### src/rtl/bram_port_arbiter.sv
// Two-requester arbiter in front of one single-port BRAM: picks one winner per cycle,
// registers the BRAM command and steers the read data back to its owner two cycles later.
module bram_port_arbiter #(
  parameter int ADDR_W       = 16,
  parameter int POLICY       = 0,
  parameter int STARVE_LIMIT = 4,
  parameter int CNT_W        = 32
) (
  input  logic              clk,
  input  logic              rst_n,
  input  logic              inst_req_i,
  output logic              inst_gnt_o,
  input  logic [ADDR_W-1:0] inst_addr_i,
  input  logic              inst_we_i,
  input  logic [3:0]        inst_be_i,
  input  logic [31:0]       inst_wdata_i,
  output logic              inst_rvalid_o,
  output logic [31:0]       inst_rdata_o,
  input  logic              data_req_i,
  output logic              data_gnt_o,
  input  logic [ADDR_W-1:0] data_addr_i,
  input  logic              data_we_i,
  input  logic [3:0]        data_be_i,
  input  logic [31:0]       data_wdata_i,
  output logic              data_rvalid_o,
  output logic [31:0]       data_rdata_o,
  output logic              bram_en_o,
  output logic [ADDR_W-1:0] bram_addr_o,
  output logic [3:0]        bram_we_o,
  output logic [31:0]       bram_wrdata_o,
  input  logic [31:0]       bram_rddata_i,
  output logic [CNT_W-1:0]  inst_stall_cnt_o,
  output logic [CNT_W-1:0]  data_stall_cnt_o
);

  localparam logic [3:0] LIMIT = 4'(STARVE_LIMIT);

  logic              inst_win, data_win;
  logic              rr_data_q, rr_data_d;
  logic [3:0]        starve_q, starve_d;
  logic [CNT_W-1:0]  inst_stall_q, inst_stall_d, data_stall_q, data_stall_d;
  logic [ADDR_W-1:0] cmd_addr;
  logic [3:0]        cmd_we;
  logic [31:0]       cmd_wdata;
  logic              en_q, inst_v1_q, data_v1_q, inst_rv_q, data_rv_q;
  logic [ADDR_W-1:0] addr_q;
  logic [3:0]        we_q;
  logic [31:0]       wdata_q, inst_rdata_q, data_rdata_q;
  logic              unused_addr_lsbs;

  assign unused_addr_lsbs = ^{inst_addr_i[1:0], data_addr_i[1:0]};

  // Winner selection; rr_data_q set means data is favoured on the next contested cycle.
  always_comb begin
    inst_win = 1'b0;
    data_win = 1'b0;
    if (inst_req_i && data_req_i) begin
      if (POLICY == 0) begin
        inst_win = !rr_data_q;
      end else begin
        inst_win = (starve_q == LIMIT);
      end
      data_win = !inst_win;
    end else begin
      inst_win = inst_req_i;
      data_win = data_req_i;
    end
  end

  // Arbitration history, stall counters and the winner's command.
  always_comb begin
    rr_data_d = rr_data_q;
    if (inst_win) begin
      rr_data_d = 1'b1;
    end else if (data_win) begin
      rr_data_d = 1'b0;
    end else begin
      rr_data_d = rr_data_q;
    end

    starve_d = starve_q;
    if (!inst_req_i || inst_win) begin
      starve_d = 4'd0;
    end else if (starve_q != LIMIT) begin
      starve_d = starve_q + 4'd1;
    end else begin
      starve_d = starve_q;
    end

    inst_stall_d = inst_stall_q;
    if (inst_req_i && !inst_win && (inst_stall_q != {CNT_W{1'b1}})) begin
      inst_stall_d = inst_stall_q + CNT_W'(1);
    end else begin
      inst_stall_d = inst_stall_q;
    end

    data_stall_d = data_stall_q;
    if (data_req_i && !data_win && (data_stall_q != {CNT_W{1'b1}})) begin
      data_stall_d = data_stall_q + CNT_W'(1);
    end else begin
      data_stall_d = data_stall_q;
    end

    if (data_win) begin
      cmd_addr  = {2'b00, data_addr_i[ADDR_W-1:2]};
      cmd_we    = data_we_i ? data_be_i : 4'b0000;
      cmd_wdata = data_wdata_i;
    end else begin
      cmd_addr  = {2'b00, inst_addr_i[ADDR_W-1:2]};
      cmd_we    = inst_we_i ? inst_be_i : 4'b0000;
      cmd_wdata = inst_wdata_i;
    end
  end

  // Command stage, response-owner pipeline and held read data.
  always_ff @(posedge clk or negedge rst_n) begin
    if (!rst_n) begin
      rr_data_q    <= 1'b0;
      starve_q     <= 4'd0;
      inst_stall_q <= {CNT_W{1'b0}};
      data_stall_q <= {CNT_W{1'b0}};
      en_q         <= 1'b0;
      addr_q       <= {ADDR_W{1'b0}};
      we_q         <= 4'b0000;
      wdata_q      <= 32'h0000_0000;
      inst_v1_q    <= 1'b0;
      data_v1_q    <= 1'b0;
      inst_rv_q    <= 1'b0;
      data_rv_q    <= 1'b0;
      inst_rdata_q <= 32'h0000_0000;
      data_rdata_q <= 32'h0000_0000;
    end else begin
      rr_data_q    <= rr_data_d;
      starve_q     <= starve_d;
      inst_stall_q <= inst_stall_d;
      data_stall_q <= data_stall_d;
      en_q         <= inst_win || data_win;
      inst_v1_q    <= inst_win;
      data_v1_q    <= data_win;
      inst_rv_q    <= inst_v1_q;
      data_rv_q    <= data_v1_q;
      if (inst_win || data_win) begin
        addr_q  <= cmd_addr;
        we_q    <= cmd_we;
        wdata_q <= cmd_wdata;
      end else begin
        addr_q  <= addr_q;
        we_q    <= 4'b0000;
        wdata_q <= wdata_q;
      end
      if (inst_rv_q) begin
        inst_rdata_q <= bram_rddata_i;
      end else begin
        inst_rdata_q <= inst_rdata_q;
      end
      if (data_rv_q) begin
        data_rdata_q <= bram_rddata_i;
      end else begin
        data_rdata_q <= data_rdata_q;
      end
    end
  end

  assign inst_gnt_o       = inst_win;
  assign data_gnt_o       = data_win;
  assign bram_en_o        = en_q;
  assign bram_addr_o      = addr_q;
  assign bram_we_o        = we_q;
  assign bram_wrdata_o    = wdata_q;
  assign inst_rvalid_o    = inst_rv_q;
  assign data_rvalid_o    = data_rv_q;
  // The BRAM word is live only in the response cycle; the held copy covers the rest.
  assign inst_rdata_o     = inst_rv_q ? bram_rddata_i : inst_rdata_q;
  assign data_rdata_o     = data_rv_q ? bram_rddata_i : data_rdata_q;
  assign inst_stall_cnt_o = inst_stall_q;
  assign data_stall_cnt_o = data_stall_q;

endmodule

### config.mk
export PLATFORM = sky130hd
export DESIGN_NAME = bram_port_arbiter
export DESIGN_NICKNAME = d
export VERILOG_FILES = /design/src/rtl/bram_port_arbiter.sv
export SDC_FILE = /design/constraint.sdc
export NUM_CORES = 1
export LEC_CHECK = 0
export CAP_MARGIN = 30
export CORE_ASPECT_RATIO = 0.75
export CORE_MARGIN = 10
export CORE_UTILIZATION = 43
export DETAILED_ROUTE_END_ITERATION = 10
export GPL_TIMING_DRIVEN = 0
export PLACE_DENSITY = 0.82
export SYNTH_ARGS = -nofsm -noshare
export SYNTH_HDL_FRONTEND = slang
export SYNTH_SLANG_ARGS = --single-unit
### constraint.sdc
create_clock -name clk -period 3.2 [get_ports clk]
set_clock_uncertainty 0.15 [all_clocks]
set_input_delay 0.64 -clock clk [delete_from_list [all_inputs] [get_ports clk]]
set_output_delay 0.64 -clock clk [all_outputs]
set_load 0.03 [all_outputs]
After elaboration in Yosys (flattened, before gate mapping)

Cells that the tools add are included.

Flip-flop bits (word level): 186
Input bits: 142
Output and inout bits: 185
Logic and storage cells: 41

Add/sub/neg operators: 2
Equal/unequal tests: 2
Muxes and demuxes: 13
Reduce and logical (&&, ||, !) cells: 11

Operators with widths:

| operator                                                        | number |
|---|---|
| 32-bit two-way mux                                              | 3 |
| 32-bit by 1-bit adder with 32-bit output, second input constant | 2 |
| 32-bit != test, second input constant                           | 2 |
| 4-bit two-way mux                                               | 4 |
| 14-bit two-way mux                                              | 1 |
| 1-bit logical AND                                               | 5 |
| 1-bit two-way mux                                               | 5 |
| 1-bit zero test                                                 | 4 |
| 2-bit nonzero test                                              | 1 |
| 1-bit logical OR                                                | 1 |

Longest topological paths before layout

Depth in word-level cells: 7
Gate-level depth with buffers: 7

Least setup slack after synthesis

Ideal clock, no wire load.

Kind: flip-flop to flip-flop
From: reg data_stall_q[0], in the netlist data_stall_cnt_o[0]
To: reg data_stall_q[17], in the netlist data_stall_cnt_o[17]
Setup time: 0.138 ns
Data arrival time: 2.215 ns
Required time: 2.912 ns
Setup slack: 0.698 ns
Cell stages (with the launch flop): 7
Buffers on the path: 0
Path through: dfrtp_1 ha_1 nand3_1 or4_1 o31ai_4 nor3_2 xor2_1

Cells in the longest elaborated chain, start to end: 2
Elaborated cells on any way between the ends: 3
Classes of those cells: add/sub (1); eq/ne (1); reduce/logical (1)

Ends and longest elaborated chain:

| element                                                                                          | RTL line | text |
|---|---|---|
| start: declaration                                                                               | 41       | `logic [CNT_W-1:0] inst_stall_q, inst_stall_d, data_stall_q, data_stall_d;` |
| start signal: assignment                                                                         | 121      | `data_stall_q <= {CNT_W{1'b0}};` |
| start signal: assignment                                                                         | 136      | `data_stall_q <= data_stall_d;` |
| parallel branches: the longest is 2 deep, another holds 32-bit by 1-bit adder with 32-bit output | -        |  |

Several ways; the timed one is not identified.
A chain may end at the register's enable or synchronous reset.

Worst setup path after layout

From: reg data_rv_q, in the netlist data_rvalid_o
To: out data_rdata_o[8]

Cells in the longest elaborated chain, start to end: 1

Ends and longest elaborated chain:

| element                  | RTL line | text |
|---|---|---|
| start: declaration       | 45       | `logic en_q, inst_v1_q, data_v1_q, inst_rv_q, data_rv_q;` |
| start signal: assignment | 141      | `data_rv_q <= data_v1_q;` |
| 32-bit two-way mux       | -        |  |
| end: declaration         | 26       | `output logic [31:0] data_rdata_o,` |

No other way between the ends.

==> out/summary.txt <==
status: completed
Final min period: 3.13 ns
first-pass GRT wire length: 38,500 um
Post-Route Setup TNS: 0 ns
Hold Vio Cnt, Final: 0
drt first pass iters: 5
Wirelength per Cell: 20.4 um
Setup crit end: data_rdata_o[8]
maximum capacitance violations: 0
Yosys reg bits: 184
Hold WC Path Type: in2async
Placed Area: 11,400 um2
max frequency: 320 MHz
hold_ws: 0.0193 ns
Post-synth EDFFs: 0
Worst slew margin: 49.8%
final setup margin: 0.0727 ns
Max IR drop VDD: 0.000358 V
Clock transition at path regs: 0.07 ns
GPL Wtd Cong: 0.830
share of layout cells above drive strength 1: 13.0%
IO buf count: 320
largest net degree at the start of global routing: 112
drt total wl: 25,300 um
FF-to-FF End: data_stall_cnt_o[17]$_DFFE_PN0P_
critical path type: reg2out
CP peak stage delay: 0.64 ns
maximum root-to-sink buffer count: 2
nature of the critical path endpoint: output port
Crit path max-delay family: buffers and inverters
GRT overflow: 0
H-tree depth: 4
final worst path period share: 97.7%
total number of vias: 6,380
worst skew pair latency: 0.43 ns
Synth cell types: 41
CP startpoint: data_rvalid_o$_DFF_PN0_
Final Net Count: 1,129
most common cell after layout, fill and taps aside: clkdlybuf4s50_1
area fraction of the dominant cell type after synthesis: 58.4%
CP max FO: 10
remaining antenna violation count: 0
synthesized cell area: 7880 um2
Die X: 176 um
vias in the first global route: 6,610
cell taking the most area after synthesis: dfrtp_1
total CTS buffers: 17
Slowest-stage cell, CP: clkdlybuf4s50_1
Pins Over Slew Limit: 0
Main synth FF type: dfrtp_1
critical path, cell by cell: clkbuf_1 -> buf_2 -> mux2_2 -> clkdlybuf4s50_1
hold buffer count at cts: 0
R2R Setup Slk: 0.67 ns
Total Routing Usage GR: 20.4%
Synth Instances: 644
post-route DRC violation count: 0
DP Worst Slack: -0.939 ns
CTS tree: done
core area: 17,800 um2
I/O pins: 327
critical path data arrival time: 2.34 ns
Worst R2R Start: data_stall_cnt_o[0]$_DFFE_PN0P_
die area: 24,200 um2
HPWL Detailed: 19,300 um
PwrDens: 590 nW/um2
WP buf/inv: 3
Root Buffer: clkbuf_16
Post-synth ARST share: 100%
Layout Area Growth over Synthesis: 53.8%
most frequent cells in the layout: clkdlybuf4s50_1, dfrtp_1, nand2_1
Leak: 5.12 nW
initial antenna violation count: 1
# rows: 42
YS warnings: 0
worst endpoint required time: 2.41 ns
syn_area_per_cell: 12.2 um2
Clock Sink Count: 184
RSZ-0062 raised after global routing: false
number of DRC markers in iteration 0: 528
starting density of the core: 44.2%
Vias/cell: 5.14
Die Y: 137 um
Worst R2R Path Depth: 6
Critical Path Stages: 4
top cells by area, synth: dfrtp_1, mux2_2, mux2i_1, xnor2_1, nand2_1
Final Cell Area: 12,100 um2
sequential fraction of the synthesis area: 58.4%
worst slew pin tran: 0.754 ns
Final setup viols: 0
Startpoint Class: flop
## through the flow
stage	std cells	total power, W	util [%]
4_1_cts	1240	0.00721	67.9
2_1_floorplan	645	0.00385	-
3_3_place_gp	1207	0.00484	63.9
5_1_grt	1240	0.00743	68.0
3_5_place_dp	1208	0.00487	64.1
6_report	1241	0.00715	68.0
## synthesized netlist by cell type (17+ instances only)
library cell  count
clkbuf_1         17
xor2_1           25
xnor2_1          35
nand2_1          68
nand4_1          24
dfrtp_1         184
nand3_1          25
mux2i_1          46
nor2_1           18
mux2_2           65
o21ai_0          46
## cell type report
type | instances | area [um2]
clock buffers | 18 | 439
fillers | 1309 | 5690
repair buffers | 321 | 3240
diodes | 1 | 2.50
well taps | 242 | 303
plain buffers | 31 | 156
inverters | 6 | 22.5
multi-input cells | 424 | 3140
flip-flops and latches | 184 | 4600
clock inverters | 14 | 214
## registers in the layout (all words and copies together) (netlist names)
name,cells
inst_rvalid_o,1
bram_wrdata_o,32
data_v1_q,1
inst_rdata_q,32
inst_v1_q,1
data_rvalid_o,1
inst_stall_cnt_o,32
data_rdata_q,32
bram_we_o,4
bram_addr_o,14
data_stall_cnt_o,32
rr_data_q,1
bram_en_o,1
## routing by layer
metal | GRT usage, % | share of wire, %
met4 | 5.50 | 1.4
met5 | 0 | 0
met2 | 32.7 | 48
met1 | 24.7 | 41
met3 | 8.97 | 10
## what timing repair did
item,4_1_cts,5_1_grt
buffers inserted,0,0
gates resized for setup,17,11
setup endpoints to repair,62,31
## report_power, final
part | total (W) | internal [W] | switching (W)
Clock | 0.00233 | 0.00136 | 0.000970
Sequential | 0.00280 | 0.00261 | 0.000183
Combinational | 0.00202 | 0.000892 | 0.00113
Total | 0.00715 | 0.00486 | 0.00229
## logic make-up (layout without fill, tap and decap cells)
family / after synthesis / after routing / share of synthesized area, %
AO/OA/AOI/OAI: 63 / 63 / 4.83
XOR/XNOR: 60 / 60 / 6.67
adder cells (fa/ha/maj): 2 / 2 / 0.317
buffers and inverters: 37 / 390 / 1.98
flip-flops: 184 / 184 / 58.4
multiplexers: 111 / 111 / 15.1
other: 1 / 3 / 0.0476
AND/OR/NAND/NOR: 186 / 186 / 12.6
## how the worst min path moves through the flow
stage | slack (ns) | depth (start not counted) | from | to
4_1_cts | 0.04 | 1 | rst_n | inst_stall_cnt_o[17]$_DFFE_PN0P_
3_5_place_dp | 0.19 | 0 | data_v1_q$_DFF_PN0_ | data_rvalid_o$_DFF_PN0_
5_1_grt | 0.06 | 1 | rst_n | inst_stall_cnt_o[22]$_DFFE_PN0P_
6_report | 0.02 | 1 | rst_n | inst_stall_cnt_o[17]$_DFFE_PN0P_
2_1_floorplan | 0.18 | 0 | data_v1_q$_DFF_PN0_ | data_rvalid_o$_DFF_PN0_
3_3_place_gp | 0.18 | 0 | inst_v1_q$_DFF_PN0_ | inst_rvalid_o$_DFF_PN0_
Power figures use the tool's default switching activity.
